===== config.mk =====
export PLATFORM = sky130hd
export DESIGN_NAME = memctrl
export DESIGN_NICKNAME = d
export VERILOG_FILES = /design/src/rtl/mips_pkg.sv /design/src/rtl/memctrl_byte_ext.sv /design/src/rtl/memctrl.sv
export SDC_FILE = /design/constraint.sdc
export NUM_CORES = 1
export LEC_CHECK = 0
export ABC_AREA = 1
export BUFFER_PORTS_ARGS = -buffer_cell sky130_fd_sc_hd__buf_4
export CAP_MARGIN = 20
export CORE_ASPECT_RATIO = 0.7
export CORE_MARGIN = 5
export CORE_UTILIZATION = 40
export CTS_CLUSTER_DIAMETER = 100
export DETAILED_ROUTE_END_ITERATION = 8
export GPL_ROUTABILITY_DRIVEN = 0
export GPL_TIMING_DRIVEN = 0
export PLACE_DENSITY = 0.71
export SETUP_SLACK_MARGIN = 0.2
export SLEW_MARGIN = 15
export SYNTH_ARGS = -nofsm -noshare
export SYNTH_HDL_FRONTEND = slang
export SYNTH_SLANG_ARGS = --single-unit
export TNS_END_PERCENT = 20

===== constraint.sdc =====
create_clock -name clk -period 2.45 [get_ports clk]
set_input_delay 0.245 -clock clk [delete_from_list [all_inputs] [get_ports clk]]
set_output_delay 0.245 -clock clk [all_outputs]
set_load 0.1 [all_outputs]

===== src/rtl/mips_pkg.sv =====
// Shared types and constants for the multicycle MIPS datapath.
// Holds the memory sequencer state encoding and load-width codes.
package mips_pkg;

  typedef enum logic [1:0] {
    IDLE,
    WAIT,
    DONE
  } memctrl_state_t;

  localparam logic [1:0] LB_WORD = 2'b00;
  localparam logic [1:0] LB_U    = 2'b01;
  localparam logic [1:0] LB_S    = 2'b10;

endpackage


===== src/rtl/memctrl_byte_ext.sv =====
// Little-endian byte select with zero/sign extension for LBU/LB.
// Width code 2'b11 falls through to a plain word.
module byte_ext
  import mips_pkg::*;
(
  input  logic [31:0] data,
  input  logic [1:0]  off,
  input  logic [1:0]  lb,
  output logic [31:0] ext
);

  logic [7:0] b;

  always_comb begin
    b = data[7:0];
    unique case (off)
      2'd0: b = data[7:0];
      2'd1: b = data[15:8];
      2'd2: b = data[23:16];
      2'd3: b = data[31:24];
      default: b = data[7:0];
    endcase
  end

  always_comb begin
    ext = data;
    unique case (lb)
      LB_U:    ext = {24'b0, b};
      LB_S:    ext = {{24{b[7]}}, b};
      default: ext = data;
    endcase
  end

endmodule


===== src/rtl/memctrl.sv =====
// Memory access sequencer: strobes -> req/ack, stall, IR and MDR.
// Optional WAIT abort with sticky err under MEMCTRL_TIMEOUT_EN.
module memctrl
  import mips_pkg::*;
#(
  parameter int TIMEOUT = 255
) (
  input  logic        clk,
  input  logic        reset,
  input  logic        irwrite,
  input  logic        iord,
  input  logic        memwrite,
  input  logic [1:0]  lb,
  input  logic [31:0] pc,
  input  logic [31:0] aluout,
  input  logic [31:0] wd,
  output logic        stall,
  output logic [31:0] instr,
  output logic [31:0] rdata,
  output logic        mem_req,
  output logic        mem_we,
  output logic [31:0] mem_addr,
  output logic [31:0] mem_wdata,
  input  logic        mem_ack,
  input  logic [31:0] mem_rdata,
  output logic        err
);

  memctrl_state_t state, next;

  logic        access;
  logic [31:0] addr_sel;
  logic [1:0]  off_q;
  logic [1:0]  lb_q;
  logic        dest_q;
  logic [31:0] ext;
  logic        tmo;
  logic        finish;

  assign access   = irwrite | iord;
  assign addr_sel = iord ? aluout : pc;
  assign finish   = (state == WAIT) & (mem_ack | tmo);

`ifdef MEMCTRL_TIMEOUT_EN
  localparam int CL = $clog2(TIMEOUT + 1);
  localparam int CW = (CL < 8) ? 8 : CL;

  logic [CW-1:0] cnt;
  logic          err_q;

  assign tmo = (state == WAIT) & ~mem_ack
             & (cnt == CW'(TIMEOUT - 1));
  assign err = err_q;

  always_ff @(posedge clk) begin
    if (reset) begin
      cnt   <= '0;
      err_q <= 1'b0;
    end else begin
      if (state == IDLE)
        cnt <= '0;
      else if (state == WAIT)
        cnt <= cnt + 1'b1;
      if (tmo)
        err_q <= 1'b1;
    end
  end
`else
  assign tmo = 1'b0;
  assign err = 1'b0;
`endif

  byte_ext u_ext (
    .data (mem_rdata),
    .off  (off_q),
    .lb   (lb_q),
    .ext  (ext)
  );

  always_ff @(posedge clk) begin
    if (reset)
      state <= IDLE;
    else
      state <= next;
  end

  always_comb begin
    next  = state;
    stall = 1'b0;
    unique case (state)
      IDLE: begin
        stall = access;
        if (access)
          next = WAIT;
      end
      WAIT: begin
        stall = 1'b1;
        if (mem_ack | tmo)
          next = DONE;
      end
      DONE: next = IDLE;
      default: next = IDLE;
    endcase
  end

  always_ff @(posedge clk) begin
    if (reset) begin
      mem_req   <= 1'b0;
      mem_we    <= 1'b0;
      mem_addr  <= '0;
      mem_wdata <= '0;
      instr     <= '0;
      rdata     <= '0;
      off_q     <= '0;
      lb_q      <= LB_WORD;
      dest_q    <= 1'b0;
    end else begin
      if (state == IDLE && access) begin
        mem_req   <= 1'b1;
        mem_we    <= iord & memwrite;
        mem_addr  <= {addr_sel[31:2], 2'b00};
        mem_wdata <= wd;
        off_q     <= addr_sel[1:0];
        lb_q      <= lb;
        dest_q    <= iord;
      end
      if (finish) begin
        mem_req <= 1'b0;
        mem_we  <= 1'b0;
        // an aborted read leaves zero in its destination
        if (!mem_we) begin
          if (dest_q)
            rdata <= mem_ack ? ext : 32'h0;
          else
            instr <= mem_ack ? mem_rdata : 32'h0;
        end
      end
    end
  end

endmodule


# After elaboration in Yosys (flattened, before gate mapping)
# Cells that the tools add are included.
# totals
latch_bits	0
memories	0
elab_cells	39
romBits	0
mem_bits_rw	0
register_bits	135
inputBits	136
output_inout_bits	132
# op_classes
div	0
n_shift	0
n_mul	0
n_addsub	0
eq_ne	8
n_reduce_logical	7
bitwise_logic	5
muxes	9
magnitude_cmp	0
# op_table
cell	count
$mux 32	3
$pmux 32 s2	1
$pmux 8 s4	1
$eq 2x1->1 const B	3
$eq 2x2->1 const B	3
$reduce_and 3->1	2
$logic_not 2->1	2
$mux 2	2
$ne 2x2->1 const B	2
$pmux 2 s2	1
$and 1x1->1	2
$not 1->1	2
$pmux 1 s2	1
$reduce_and 2->1	1
$reduce_or 2->1	1
$logic_and 1x1->1	1
$or 1x1->1	1

# Logic depth before layout (Yosys ltp)
# logic_depth
ltp_word	4
mapped_depth	9
depth_no_buf	8

# By module
# A second synthesis with hierarchy kept.
# unflattened
cells_unflattened	1104
hier_area_um2	6834.1
# by_module_without_submodules
mod	instances	cells_each	seq_area_each_um2	area_per_inst_um2
memctrl	1	976	2702.6	6164.7
byte_ext	1	128	0.0	669.4

# Least setup slack after synthesis
# No wires, ideal clock.
# synth_path
kind	register -> register
start	reg mem_we
end	reg rdata[2]
required_ns	2.326
path_slack_ns	0.723
synth_period_minus_slack_ns	1.727
stages_incl_launch_ff	7
path_buffers	1
setup_time_ns	0.124
t_arrival_ns	1.604
cell_sequence	dfxtp_1 inv_1 nand2_1 nor2_4 buf_2 o21ai_0 a21oi_2
# synth_via
elab_chain_cells	2
# synth_lines
element	line_no	rtl
start, declared	memctrl.sv:21	output logic mem_we,
start signal, assigned	memctrl.sv:120	mem_we <= iord & memwrite;
$not 1->1 (no source line)	--	
$reduce_and 3->1 (no source line)	--	
end signal, assigned	memctrl.sv:133	rdata <= mem_ack ? ext : 32'h0;
end, declared	memctrl.sv:19	output logic [31:0] rdata,
# Every way passes these cells.
# A chain may end at the register's enable or synchronous reset.

# Worst setup path in the final report
# layout_path
start	reg state[0]
end	out stall
# layout_via
elab_chain_cells	2
elab_cells_between_ends	3
cone_classes	eq/ne (1); mux (1); reduce/logical (1)
# layout_lines
element	line_no	rtl
start, declared	memctrl.sv:29	memctrl_state_t state, next;
start signal, assigned	memctrl.sv:84	state <= next;
$eq 2x1->1 / $logic_not 2->1 (equally long branches)	memctrl.sv:90	unique case (state)
$pmux 1 s2 (*)	memctrl.sv:90	
end, declared	memctrl.sv:17	output logic stall,
# Mark *: on every way between the ends. The rest lies on a longest branch, timed or not.

==> qor.txt <==
Synth Instances - 768
H-tree lvl count - 4
Iteration-0 DRC Markers - 301
Register area share after synthesis - 0.483
Utilization after layout - 0.610
WP data arrival - 1620 ps
Hold_buf cts - 0
Slew @ Worst Pin - 597 ps
Num CTS Buffers - 17
Post-Syn Area - 0.00559 mm^2
Post-route setup TNS - 0 ps
Max-Slew Margin vs Limit - 0.602
Fin crit share - 0.760
Core box area - 0.0138 mm^2
Global-route wire length before repair - 30.2 mm
Number of global-route vias before repair - 5807
WL/cell - 16.0 um
PwrDens - 908 mW/mm^2
Synth area leader - dfxtp_1
Total global routing overflow - 0
Hold WC Path Type - in -> reg
Achievable Freq - 537 MHz
Req. time, crit path - 2200 ps
Post CTS Setup Buffer Count - 0
Nets - 1191
Area Growth Syn to Fin - 50.9%
CP startpoint kind - flop
GRT Util Overall - 0.238
Final instance count without filler cells - 1256
#FFs+latches synth - 135
Post-DP HPWL - 15.8 mm
Post-synth cell types - 27
Worst-case vdd ir drop - 470 uV
Clock sink count - 135
Ratio of cells with drive above 1 in the final layout - 0.330
Maximum capacitance violations - 0
Crit end category - output pin
Antenna cells - 0
Worst setup path category - reg -> out
FP Rows - 36
Crit-path max FO - 10
CTS max path bufs - 2
I/O Buffers - 264
Cts repair resizes - 0
CTS tree - done
Min cycle time layout - 1860 ps
Largest net degree at the start of global routing - 17
Status - finished, final reports clean
Root buffer cell - clkbuf_16
Detailed-router iteration count before antenna repair - 5
Most common cell after layout, fill and taps aside - buf_4
Die X - 151 um
Final hold vios - 0
DR vias/cell - 4.82
I/O pin cnt - 268
Latest clock arrival within the worst-skew pair - 410 ps
Initial antenna violation count - 0
Vias - 6057
Starting Density - 0.404
RSZ-0062 raised after global routing - false
Post-synth top area share - 0.483
Die extent in y - 109 um
Synth area leaders - dfxtp_1, o21ai_0, nor2_1, a21oi_1, nand2_1
Leak pwr - 4.11 nW
Clk slew on worst S/H paths - 50 ps
DP Cell Count - 1224
Antenna Violating Nets Remaining - 0
Die area - 0.0165 mm^2
Mean Syn Cell Area - 7.28 um^2
Final Max Slew Viols - 0
Drc violations - 0
# setup viols final - 0
Routed wire length - 20.1 mm
Most frequent cells in the layout - buf_4, nor2_1, o21ai_0, dfxtp_1, a21oi_1
Synthesis Warnings - 0
Clock Skews - 13.6 ps
==> power by group <==
part | switching, mW | total (mW) | internal [mW]
Combinational | 1.90 | 2.52 | 0.615
Clock | 0.986 | 2.67 | 1.69
Sequential | 0.0967 | 2.47 | 2.38
Total | 2.99 | 7.66 | 4.68
==> synth_stat cells <==
cell type  number
o21a_1          1
a21oi_1       100
nor2_4          1
or2_1           1
nand3_1        12
nor2_1        150
inv_1          52
nand2_2         2
o21ai_1         2
buf_2          11
inv_2           2
a31oi_1         1
o21ai_0       135
clkbuf_1       35
nand3_2         1
a21oi_2         7
nand2_1        78
nor2_2          1
or2_2          25
buf_1           4
buf_4           4
ha_1            2
nand4_1         1
dfxtp_1       135
buf_6           3
o21bai_1        1
conb_1          1
==> routing by layer <==
metal	global-route usage	part of all wire	vias to the layer above
met5	0	0	-
met2	0.370	0.44	240
met4	0.0621	0.017	0
met3	0.0823	0.095	23
met1	0.317	0.45	2742
li1	-	-	3052
==> path summary, 6_finish.rpt <==
path,slack [ps],cells past startpoint,endpoint,startpoint
hold / removal,20,2,dest_q,reset
setup reg to reg,810,7,rdata[2],lb_q[0]
setup / recovery,590,6,stall,state[0]
hold reg to reg,470,2,mem_req,mem_req
==> cell families after synthesis <==
group / synth area share
simple gates: 0.201
compound gates: 0.227
flops: 0.483
buf+inv: 0.0837
fa+ha+maj: 0.00447
other cells: 0.000670
==> critical path, cell delays in order, from the launching register on <==
cell and delay [ps]:
dfxtp_1 290, inv_1 90, nand3_2 110, buf_2 190, buf_4 190, nand2_1 60
buf_4 280
==> layout make-up <==
type / count / area [um^2]
Multi-Input combinational cell: 524 / 2430
Clock buffer: 21 / 470
Clock inverter: 11 / 146
Inverter: 54 / 203
Tap cell: 190 / 238
Buffer: 57 / 265
Fill cell: 1319 / 5390
Sequential cell: 135 / 2700
Timing Repair Buffer: 264 / 1980
==> metrics by stage <==
step / setup WS (ps) / cell area, um^2 / hold WS, ps / power, mW
3_5_place_dp: 700 / 7820 / 425 / 5.03
4_1_cts: 558 / 8440 / 2.94 / 7.68
6_report: 587 / 8440 / 19.6 / 7.66
3_3_place_gp: 707 / 7820 / 424 / 5.01
5_1_grt: 452 / 8440 / 1.60 / 7.96
2_1_floorplan: 723 / 5600 / 314 / 4.35
==> flip-flops by register name, indices dropped and copies added, names as in the netlist <==
register / flops
mem_req: 1
mem_wdata: 32
instr: 32
mem_we: 1
dest_q: 1
rdata: 32
lb_q: 2
state: 2
off_q: 2
mem_addr: 30
Power figures use the tool's default switching activity.
